### config.mk
export PLATFORM = sky130hd
export DESIGN_NAME = pdm_buffer_ctrl
export DESIGN_NICKNAME = d
export VERILOG_FILES = /design/src/rtl/pdm_buffer_ctrl.sv
export SDC_FILE = /design/constraint.sdc
export NUM_CORES = 1
export LEC_CHECK = 0
export CAP_MARGIN = 15
export CORE_MARGIN = 2
export CORE_UTILIZATION = 30
export CTS_BUF_LIST = sky130_fd_sc_hd__clkbuf_8
export DETAILED_ROUTE_END_ITERATION = 7
export PLACE_DENSITY = 0.56
export SYNTH_ARGS = -nofsm -noshare
export SYNTH_HDL_FRONTEND = slang
export SYNTH_SLANG_ARGS = --single-unit
### constraint.sdc
create_clock -name clk -period 3.3 [get_ports clk]
set_input_delay 0.495 -clock clk [delete_from_list [all_inputs] [get_ports clk]]
set_output_delay 0.495 -clock clk [all_outputs]
set_load 0.02 [all_outputs]
### src/rtl/pdm_buffer_ctrl.sv
// Sample buffer controller: external-RAM ring plus a registered output word.
// Optional PDM_BUF_OVERWRITE_EN build drops the oldest RAM word when written while full.
module pdm_buffer_ctrl #(
  parameter int ADDR_W = 9,
  parameter int DATA_W = 8
) (
  input  logic              clk,
  input  logic              rst,
  input  logic              wr_valid,
  output logic              wr_ready,
  input  logic [DATA_W-1:0] wr_data,
  output logic              rd_valid,
  input  logic              rd_ready,
  output logic [DATA_W-1:0] rd_data,
  output logic [ADDR_W:0]   level,
  output logic              dropped,
  output logic              ram_we,
  output logic [ADDR_W-1:0] ram_waddr,
  output logic [DATA_W-1:0] ram_wdata,
  output logic              ram_re,
  output logic [ADDR_W-1:0] ram_raddr,
  input  logic [DATA_W-1:0] ram_rdata
);

  localparam logic [ADDR_W:0] DEPTH = {1'b1, {ADDR_W{1'b0}}};

  typedef enum logic [1:0] {IDLE, FETCH, HOLD} state_t;

  state_t            state, state_nxt;
  logic [ADDR_W:0]   head, tail, ram_count;
  logic              full, empty, accept, fetch, drop;

  assign ram_count = head - tail;
  assign full      = (ram_count == DEPTH);
  assign empty     = (ram_count == '0);

`ifdef PDM_BUF_OVERWRITE_EN
  assign wr_ready = !rst;
  assign drop     = accept & full;
`else
  assign wr_ready = !rst & !full;
  assign drop     = 1'b0;
`endif

  assign accept    = wr_valid & wr_ready;
  assign dropped   = drop;
  assign ram_we    = accept;
  assign ram_waddr = head[ADDR_W-1:0];
  assign ram_wdata = wr_data;
  assign ram_re    = fetch;
  assign ram_raddr = tail[ADDR_W-1:0];
  assign level     = ram_count + (ADDR_W+1)'(state != IDLE);

  // Fetch decisions use the registered count, so a word written this cycle
  // is never read back at the same address in the same cycle.
  always_comb begin
    state_nxt = state;
    fetch     = 1'b0;
    rd_valid  = 1'b0;
    case (state)
      IDLE: begin
        if (!empty && !drop) begin
          fetch     = 1'b1;
          state_nxt = FETCH;
        end
      end
      FETCH: state_nxt = HOLD;
      HOLD: begin
        rd_valid = 1'b1;
        if (rd_ready) begin
          if (!empty && !drop) begin
            fetch     = 1'b1;
            state_nxt = FETCH;
          end else begin
            state_nxt = IDLE;
          end
        end
      end
      default: state_nxt = IDLE;
    endcase
  end

  always_ff @(posedge clk or posedge rst) begin
    if (rst) begin
      state   <= IDLE;
      head    <= '0;
      tail    <= '0;
      rd_data <= '0;
    end else begin
      state <= state_nxt;
      head  <= head + (ADDR_W+1)'(accept);
      // fetch and drop are mutually exclusive; a drop advances tail past the lost word
      tail  <= tail + (ADDR_W+1)'(fetch) + (ADDR_W+1)'(drop);
      if (state == FETCH) rd_data <= ram_rdata;
    end
  end

endmodule

**Word-level counts from Yosys, hierarchy flattened**

Index checks and enable logic that the tools add are counted.

- Input port bits: 20
- Bits in registers: 30
- Logic and storage cells: 29
- Output and inout bits: 49

- Multiplexer cells: 8
- Reductions and logical operators: 6
- Add/subtract/negate cells: 4
- Equal/unequal tests: 5
- Bitwise logic cells: 2

Operators by type and width:

| operator | number |
|---|---|
| $add A10 B1 Y10 | 3 |
| $eq A10 B10 Y1 const B | 1 |
| $logic_not A10 Y1 | 1 |
| $sub A10 B10 Y10 | 1 |
| $pmux W2 S3 | 1 |
| $mux W1 | 4 |
| $mux W2 | 2 |
| $ne A2 B2 Y1 const B | 2 |
| $and A1 B1 Y1 | 2 |
| $eq A2 B1 Y1 const B | 1 |
| $eq A2 B2 Y1 const B | 1 |
| $logic_not A1 Y1 | 2 |
| $logic_not A2 Y1 | 1 |
| $pmux W1 S2 | 1 |
| $reduce_and A2 Y1 | 1 |
| $reduce_bool A2 Y1 | 1 |

**Logic depth before layout (Yosys ltp)**

Gate-level depths: netlist (run 1).

- Depth in word-level cells: 6
- Gate-level depth with buffers: 13
- Depth with buffers taken out: 13

**Least setup slack after synthesis (run 1)**

OpenSTA, ideal clock, no wires.

- Kind: reg2reg
- Start: reg head[0]
- End: reg tail[2]
- Buffers on the path: 0
- Library setup time: 0.128 ns
- Path slack: -0.267 ns
- Stages on the path, launching flop included: 13
- Clock period less this slack: 3.567 ns
- Data arrival time: 3.439 ns
- Data required time: 3.172 ns
- Cell sequence: dfrtp_1 > inv_1 > ha_1 > fa_1 > and2b_2 > nor2_1 > or3_1 > or4_1 > or4_4 > o21a_1 > ha_1 > ha_1 > xor2_1

- Longest elaborated chain between the ends: 6

RTL lines:

| item | line | text |
|---|---|---|
| start: declaration | 30 | `logic [ADDR_W:0] head, tail, ram_count;` |
| start signal: assignment | 91 | `head <= head + (ADDR_W+1)'(accept);` |
| $sub A10 B10 Y10 * | 33 | `assign ram_count = head - tail;` |
| $logic_not A10 Y1 * | 35 | `assign empty = (ram_count == '0);` |
| $mux W1 * | 62, 71 |  |
| $mux W1 | 70 | `if (rd_ready) begin` |
| $pmux W1 S2 * | 60 | `case (state)` |
| net ram_re | 20 | `output logic ram_re,` |
| $add A10 B1 Y10 * | 93 | `tail <= tail + (ADDR_W+1)'(fetch) + (ADDR_W+1)'(drop);` |
| end signal: assignment | 93 |  |
| end: declaration | 30 |  |

Mark *: on every way through the listed nets, which the timed path passes. The rest lies on a longest branch.
A chain may end at the register's enable or synchronous reset.

**Final worst setup path (run 1)**

- Start: reg tail[0]
- End: out ram_we

- Longest elaborated chain between the ends: 5

RTL lines:

| item | line | text |
|---|---|---|
| $sub A10 B10 Y10 | 33 |  |
| $eq A10 B10 Y1 | 34 | `assign full = (ram_count == DEPTH);` |
| $logic_not A1 Y1 | 41 | `assign wr_ready = !rst & !full;` |
| $and A1 B1 Y1 | 41 |  |
| $and A1 B1 Y1 | 45 | `assign accept = wr_valid & wr_ready;` |
| end: declaration | 17 | `output logic ram_we,` |

No other way between the ends.

==> summary.txt, run 1 <==
Outcome
  – Status: finished, violations left
  – Violated checks: setup timing

Critical path
  – CP Cell Sequence: ha_4, fa_2, and2b_2, buf_6, nor2_4, or3_1, or4_1, or4_4, o211a_4, buf_6
  – Crit-path leading delay family: simple AND/OR/NAND/NOR gates
  – Worst Setup End Kind: output port
  – CP max stage delay: 0.48 ns
  – CP max FO: 4
  – Crit path required time: 2.80 ns
  – Crit path kind: reg -> out
  – Crit path launch type: register
  – Slowest cell on the critical path: or4_4
  – CP most frequent cell: buf_6
  – Crit path DAT: 3.12 ns
  – CP bufs+invs: 2

Timing
  – Crit path time final: 3.61 ns
  – Tcrit/Tclk final: 109%
  – Setup ws final: -0.312 ns
  – Least-Margin Pin Slew: 0.713 ns
  – Setup violation total in the final timing report: 21
  – Setup tns final: -2.79 ns
  – Slew Limit Fails: 0
  – Slew HR: 52.1%
  – RSZ-0062 raised after global routing: true
  – Clock Skew: 0.00359 ns
  – Hold Vio Cnt, Final: 0
  – Fmax: 277 MHz

Synthesis
  – EDFF count, synth: 0
  – Synth top area share: 33.8%
  – Commonest cells post-synth: dfrtp_1, buf_4, xnor2_1
  – Cell taking the most area after synthesis: dfrtp_1
  – Post-synthesis sequential area ratio: 33.8%
  – Mapped Area: 2220 um2
  – Yosys cell types: 45
  – Mean Syn Cell Area: 9.99 um2
  – Ys Warns: 0
  – Mapped Cells: 222
  – Area contributors post-synth: dfrtp_1, buf_4, xnor2_1
  – Yosys reg bits: 30
  – Most common cell in the synthesized netlist: dfrtp_1
  – Post-synth ARST share: 100%
  – Post-synth net total: 259
  – Main synth FF type: dfrtp_1

Clocking
  – CTS buffer count: 5
  – Clock sinks: 30
  – Hold_buf cts: 0
  – CTS H-tree depth: 2
  – Clk slew on worst S/H paths: 0.06 ns
  – Root Buffer: clkbuf_8
  – Clk_lat worst skew: 0.27 ns
  – CTS Buffer Depth: 2
  – CTS tree: done

Route
  – Routed WL: 5320 um
  – Vias per cell: 4.47
  – Number of remaining DRC errors: 0
  – Drt initial violations: 23
  – DRT Pass-1 Iters: 4
  – DR vias: 1800
  – Antenna Nets Post-Route: 0
  – Routed WL per cell: 13.2 um

Floorplanning
  – Die ar.: 8100 um2
  – Chip Width: 90.0 um
  – Starting Density: 30.7%
  – Die height: 90.0 um
  – FP Rows: 31
  – IO Count: 69
  – Core ar.: 7210 um2

GRT
  – Total congestion overflow: 0
  – Largest net degree at the start of global routing: 19
  – GRT Util Overall: 13.3%
  – Initial antenna violation count: 0
  – Vias in the first global route: 1916
  – First-pass GRT wire length: 8940 um

Layout
  – Layout Area Growth over Synthesis: 54.4%
  – Non-Filler Instances: 403
  – Seq. cell area: 751 um2
  – Area occupied by multi-input gates: 1460 um2
  – Diode count: 0
  – Number of nets in the layout: 342
  – Fill cell count: 701
  – Design area: 3420 um2
  – Share of cells above drive strength 1: 40.5%

Place
  – Post-placement cell area: 3130 um2
  – Port-buffer cells: 51
  – Final GP Congestion: 0.732
  – Placed cell count: 395
  – Post-DP HPWL: 4230 um

Worst hold path
  – Min-Delay Path Class: reg -> reg

Run
  – Max-cap violations: 0
-- flip-flops by register name, summed over array words and instances (netlist names) --
name / count
head: 10
rd_data: 8
state: 2
tail: 10
-- cell usage in the layout, fill, tap and decap left out, types with 6 or more instances in the layout --
| cell | count |
|---|---|
| nand3_4 | 7 |
| clkbuf_8 | 6 |
| nand3_2 | 6 |
| buf_4 | 53 |
| dfrtp_1 | 30 |
| mux2_2 | 8 |
| buf_6 | 7 |
| clkdlybuf4s50_1 | 42 |
| ha_1 | 11 |
| inv_1 | 15 |
| xor2_1 | 8 |
| xnor2_2 | 8 |
| xnor2_1 | 15 |
-- layout make-up --
cell class | count | area share, %
multi-input combinational | 145 | 42.6
inverter | 16 | 1.75
tap | 99 | 3.62
timing repair buffer | 107 | 27.7
sequential | 30 | 21.9
clock buffer | 6 | 2.41
-- through the flow --
stage                     util [%]  setup WS (ns)  hold WS (ns)
after detailed placement      43.4         -0.516         0.484
final                         47.5         -0.312         0.501
after CTS                     45.4         -0.303         0.493
after global routing          47.5         -0.396         0.529
after global placement        43.4         -0.468         0.474
after floorplan                  -         -0.159         0.456
-- path summary, 6_finish.rpt --
path | startpoint | to | slack, ns | cells after the start
max in group asynchronous | rst | rd_data[5]$_DFFE_PP0N_ | 2.46 | 3
min reg2reg | rd_data[7]$_DFFE_PP0N_ | rd_data[7]$_DFFE_PP0N_ | 0.50 | 1
max | tail[0]$_DFF_PP0_ | ram_we | -0.31 | 10
min in group asynchronous | rst | state[1]$_DFFE_PP0P_ | 0.61 | 3
min | rd_data[7]$_DFFE_PP0N_ | rd_data[7]$_DFFE_PP0N_ | 0.50 | 1
max reg2reg | tail[0]$_DFF_PP0_ | head[4]$_DFF_PP0_ | -0.16 | 14
-- repair_timing --
action	CTS	global route
endpoints found under the setup margin	26	27
resized for setup	40	30
buffers inserted	2	0
pin swaps	22	14
-- kinds of logic after synthesis --
| family | Yosys count | synth area share [%] |
|---|---|---|
| simple gates | 58 | 15.6 |
| buf+inv | 47 | 14.2 |
| xor+xnor | 31 | 12.2 |
| compound gates | 30 | 9.98 |
| flops | 30 | 33.8 |
| fa+ha+maj | 17 | 9.93 |
| mux | 8 | 4.06 |
| other cells | 1 | 0.169 |
-- metal layers --
layer	vias up	track usage, %	share of wire (%)
met4	0	3.33	0.73
met2	32	23.0	50
met5	-	0	0
li1	908	-	-
met3	7	2.26	3.3
met1	853	17.2	46
Power of run 1 is left out: the tool's default activity adds up to more than one toggle a clock period on the data nets, which glitch-free logic cannot reach.
==> run 2, diff against run 1 <==
Settings changed: GPL_ROUTABILITY_DRIVEN set to 0, SETUP_SLACK_MARGIN set to 0.4.
==> run 2 against run 1 <==
- the flow still finishes with violations (setup timing)
- setup slack better by 0.033 ns
- hold slack worse by 0.059 ns
- critical path depth is 1 lower
- global-route usage is 0.22 points lower
- flip-flop and latch count stayed put
- final cell count is 0.50% lower
- sequential share of layout area is 0.69 points higher
- non-clock buffer count is 4 lower
- clock skew is 0.0029 ns higher
- design area is 3.1% lower
- register-to-register slack worse by 0.06 ns
- critical endpoint unchanged
==> summary.txt, run 2 (synthesis results as in run 1) <==
Outcome
  – Status: finished, violations left
  – Violated checks: setup timing

Critical path
  – CP max FO: 4 (unchanged)
  – Slowest cell on the critical path: or4_4
  – Crit path kind: reg -> out
  – Crit path required time: 2.80 ns (about the same)
  – Worst Setup End Kind: output port
  – Crit path DAT: 3.08 ns (-0.04 ns)
  – CP Cell Sequence: ha_4, fa_2, and2b_2, nor2_4, or3_1, or4_1, or4_4, o211a_4, buf_6
  – Crit path launch type: register
  – CP max stage delay: 0.48 ns (about the same)

Route
  – DRT Pass-1 Iters: 4 (unchanged)
  – Number of remaining DRC errors: 0 (unchanged)
  – Drt initial violations: 29 (+26%)
  – Antenna Nets Post-Route: 0 (unchanged)
  – Vias per cell: 4.50 (+0.83%)
  – DR vias: 1806 (+0.33%)
  – Routed WL: 5160 um (-3.1%)
  – Routed WL per cell: 12.9 um (-2.6%)

Layout
  – Number of nets in the layout: 338 (-1.2%)
  – Registers with the most flip-flops: head: 10 flops, tail: 10 flops, rd_data: 8 flops
  – Diode count: 0 (unchanged)
  – Commonest non-fill, non-tap cell in the layout: buf_4
  – Seq. cell area: 751 um2 (unchanged)
  – Share of cells above drive strength 1: 40.1% (-0.39 points)
  – Most frequent cells in the layout: buf_4, clkdlybuf4s50_1, dfrtp_1
  – Fill cell count: 703 (+0.29%)
  – Design area: 3320 um2 (-3.1%)
  – Layout Area Growth over Synthesis: 49.6%
  – Area occupied by multi-input gates: 1400 um2 (-4.2%)

Timing
  – Clock Skew: 0.00651 ns (+0.00292 ns)
  – Fmax: 279 MHz (+0.92%)
  – RSZ-0062 raised after global routing: true
  – Tcrit/Tclk final: 108% (-1.0 points)
  – Setup violation total in the final timing report: 22 (+4.8%)
  – Hold Vio Cnt, Final: 0 (unchanged)
  – Setup ws final: -0.279 ns (+0.0329 ns)
  – Slew Limit Fails: 0 (unchanged)
  – Crit path time final: 3.58 ns (-0.0329 ns)
  – Setup tns final: -3.07 ns (-0.279 ns)

Place
  – Post-placement cell area: 3100 um2 (-1.2%)
  – Pre-CTS setup slack: -0.525 ns (-0.00890 ns)
  – Post-DP HPWL: 4160 um (-1.7%)
  – Port-buffer cells: 51 (unchanged)

Floorplanning
  – Die ar.: 8100 um2 (unchanged)
  – Core ar.: 7210 um2 (unchanged)
  – Starting Density: 30.7% (unchanged)
  – Die height: 90.0 um (unchanged)
  – Chip Width: 90.0 um (unchanged)
  – FP Rows: 31 (unchanged)
  – IO Count: 69 (unchanged)

Clocking
  – Clock sinks: 30 (unchanged)
  – CTS tree: done
  – CTS buffer count: 5 (unchanged)
  – CTS Buffer Depth: 2 (unchanged)
  – Clk slew on worst S/H paths: 0.06 ns (about the same)
  – Root Buffer: clkbuf_8
  – CTS H-tree depth: 2 (unchanged)
  – Hold_buf cts: 0 (unchanged)
  – Clk_lat worst skew: 0.28 ns (about the same)

GRT
  – Largest net degree at the start of global routing: 28 (+9)
  – Initial antenna violation count: 0 (unchanged)
  – GRT Util Overall: 13.0% (-0.22 points)
  – First-pass GRT wire length: 8630 um (-3.5%)
  – Vias in the first global route: 1823 (-4.9%)
  – Total congestion overflow: 0 (unchanged)

Worst hold path
  – Min-Delay Path Class: in -> async

Run
  – Max-cap violations: 0 (unchanged)
run 2: cell types whose count changed in the layout (fill, tap and decap cells not counted), moves of 2 or more:
cell             before  now
clkbuf_2              1    3
xnor2_1              15   18
buf_6                 7    5
nand3_2               6   10
nand3_4               7    3
xnor2_2               8    5
clkdlybuf4s50_1      42   39
run 2: layout make-up:
cell class,instances,area share (%)
inverter,16,1.81
sequential,30,22.6
clock buffer,6,2.49
timing repair buffer,103,27.0
multi-input combinational,145,42.1
clock inverter,2,0.264
tap,99,3.73
run 2: worst paths after layout:
kind                            slack (ns)              endpoint               from  cells past startpoint
worst max-delay path                 -0.28                ram_we  tail[0]$_DFF_PP0_                      9
worst min-delay path                  0.44  state[1]$_DFFE_PP0P_                rst                      2
worst max register to register       -0.22     head[2]$_DFF_PP0_  tail[0]$_DFF_PP0_                     13
worst min register to register        0.50     tail[9]$_DFF_PP0_  tail[9]$_DFF_PP0_                      1
max in group asynchronous             2.23     head[5]$_DFF_PP0_                rst                      3
min in group clk                      0.50     tail[9]$_DFF_PP0_  tail[9]$_DFF_PP0_                      1
run 2: per-layer routing:
metal	routed length, um	GRT usage [%]	up-vias
met1	2330	16.8	860
met2	2550	22.0	36
met4	65	3.85	0
met5	0	0	-
li1	-	-	905
met3	211	2.77	5
run 2: worst max-delay path, delay by kind of cell, from the launching register on:
kind	cells	cell delay [ns]
DFF	1	0.41
buffers and inverters	1	0.13
adders and majority gates	2	0.51
and+or+nand+nor	5	1.52
AOI/OAI and AO/OA	1	0.26
run 2: through the flow:
stage,util [%],cells,hold slack [ns]
floorplan,-,222,0.456
global placement,42.9,388,0.473
detailed placement,42.9,388,0.484
CTS,44.8,399,0.442
global route,46.0,401,0.463
finish,46.0,401,0.441
run 2: what timing repair did:
| item | 4_1_cts | 5_1_grt |
|---|---|---|
| setup buffers | 3 | 2 |
| endpoints found under the setup margin | 32 | 31 |
| gates cloned | 0 | 0 |
| pin swaps | 21 | 5 |
| gates resized for setup | 53 | 19 |
Power of run 2 is left out for the same reason.
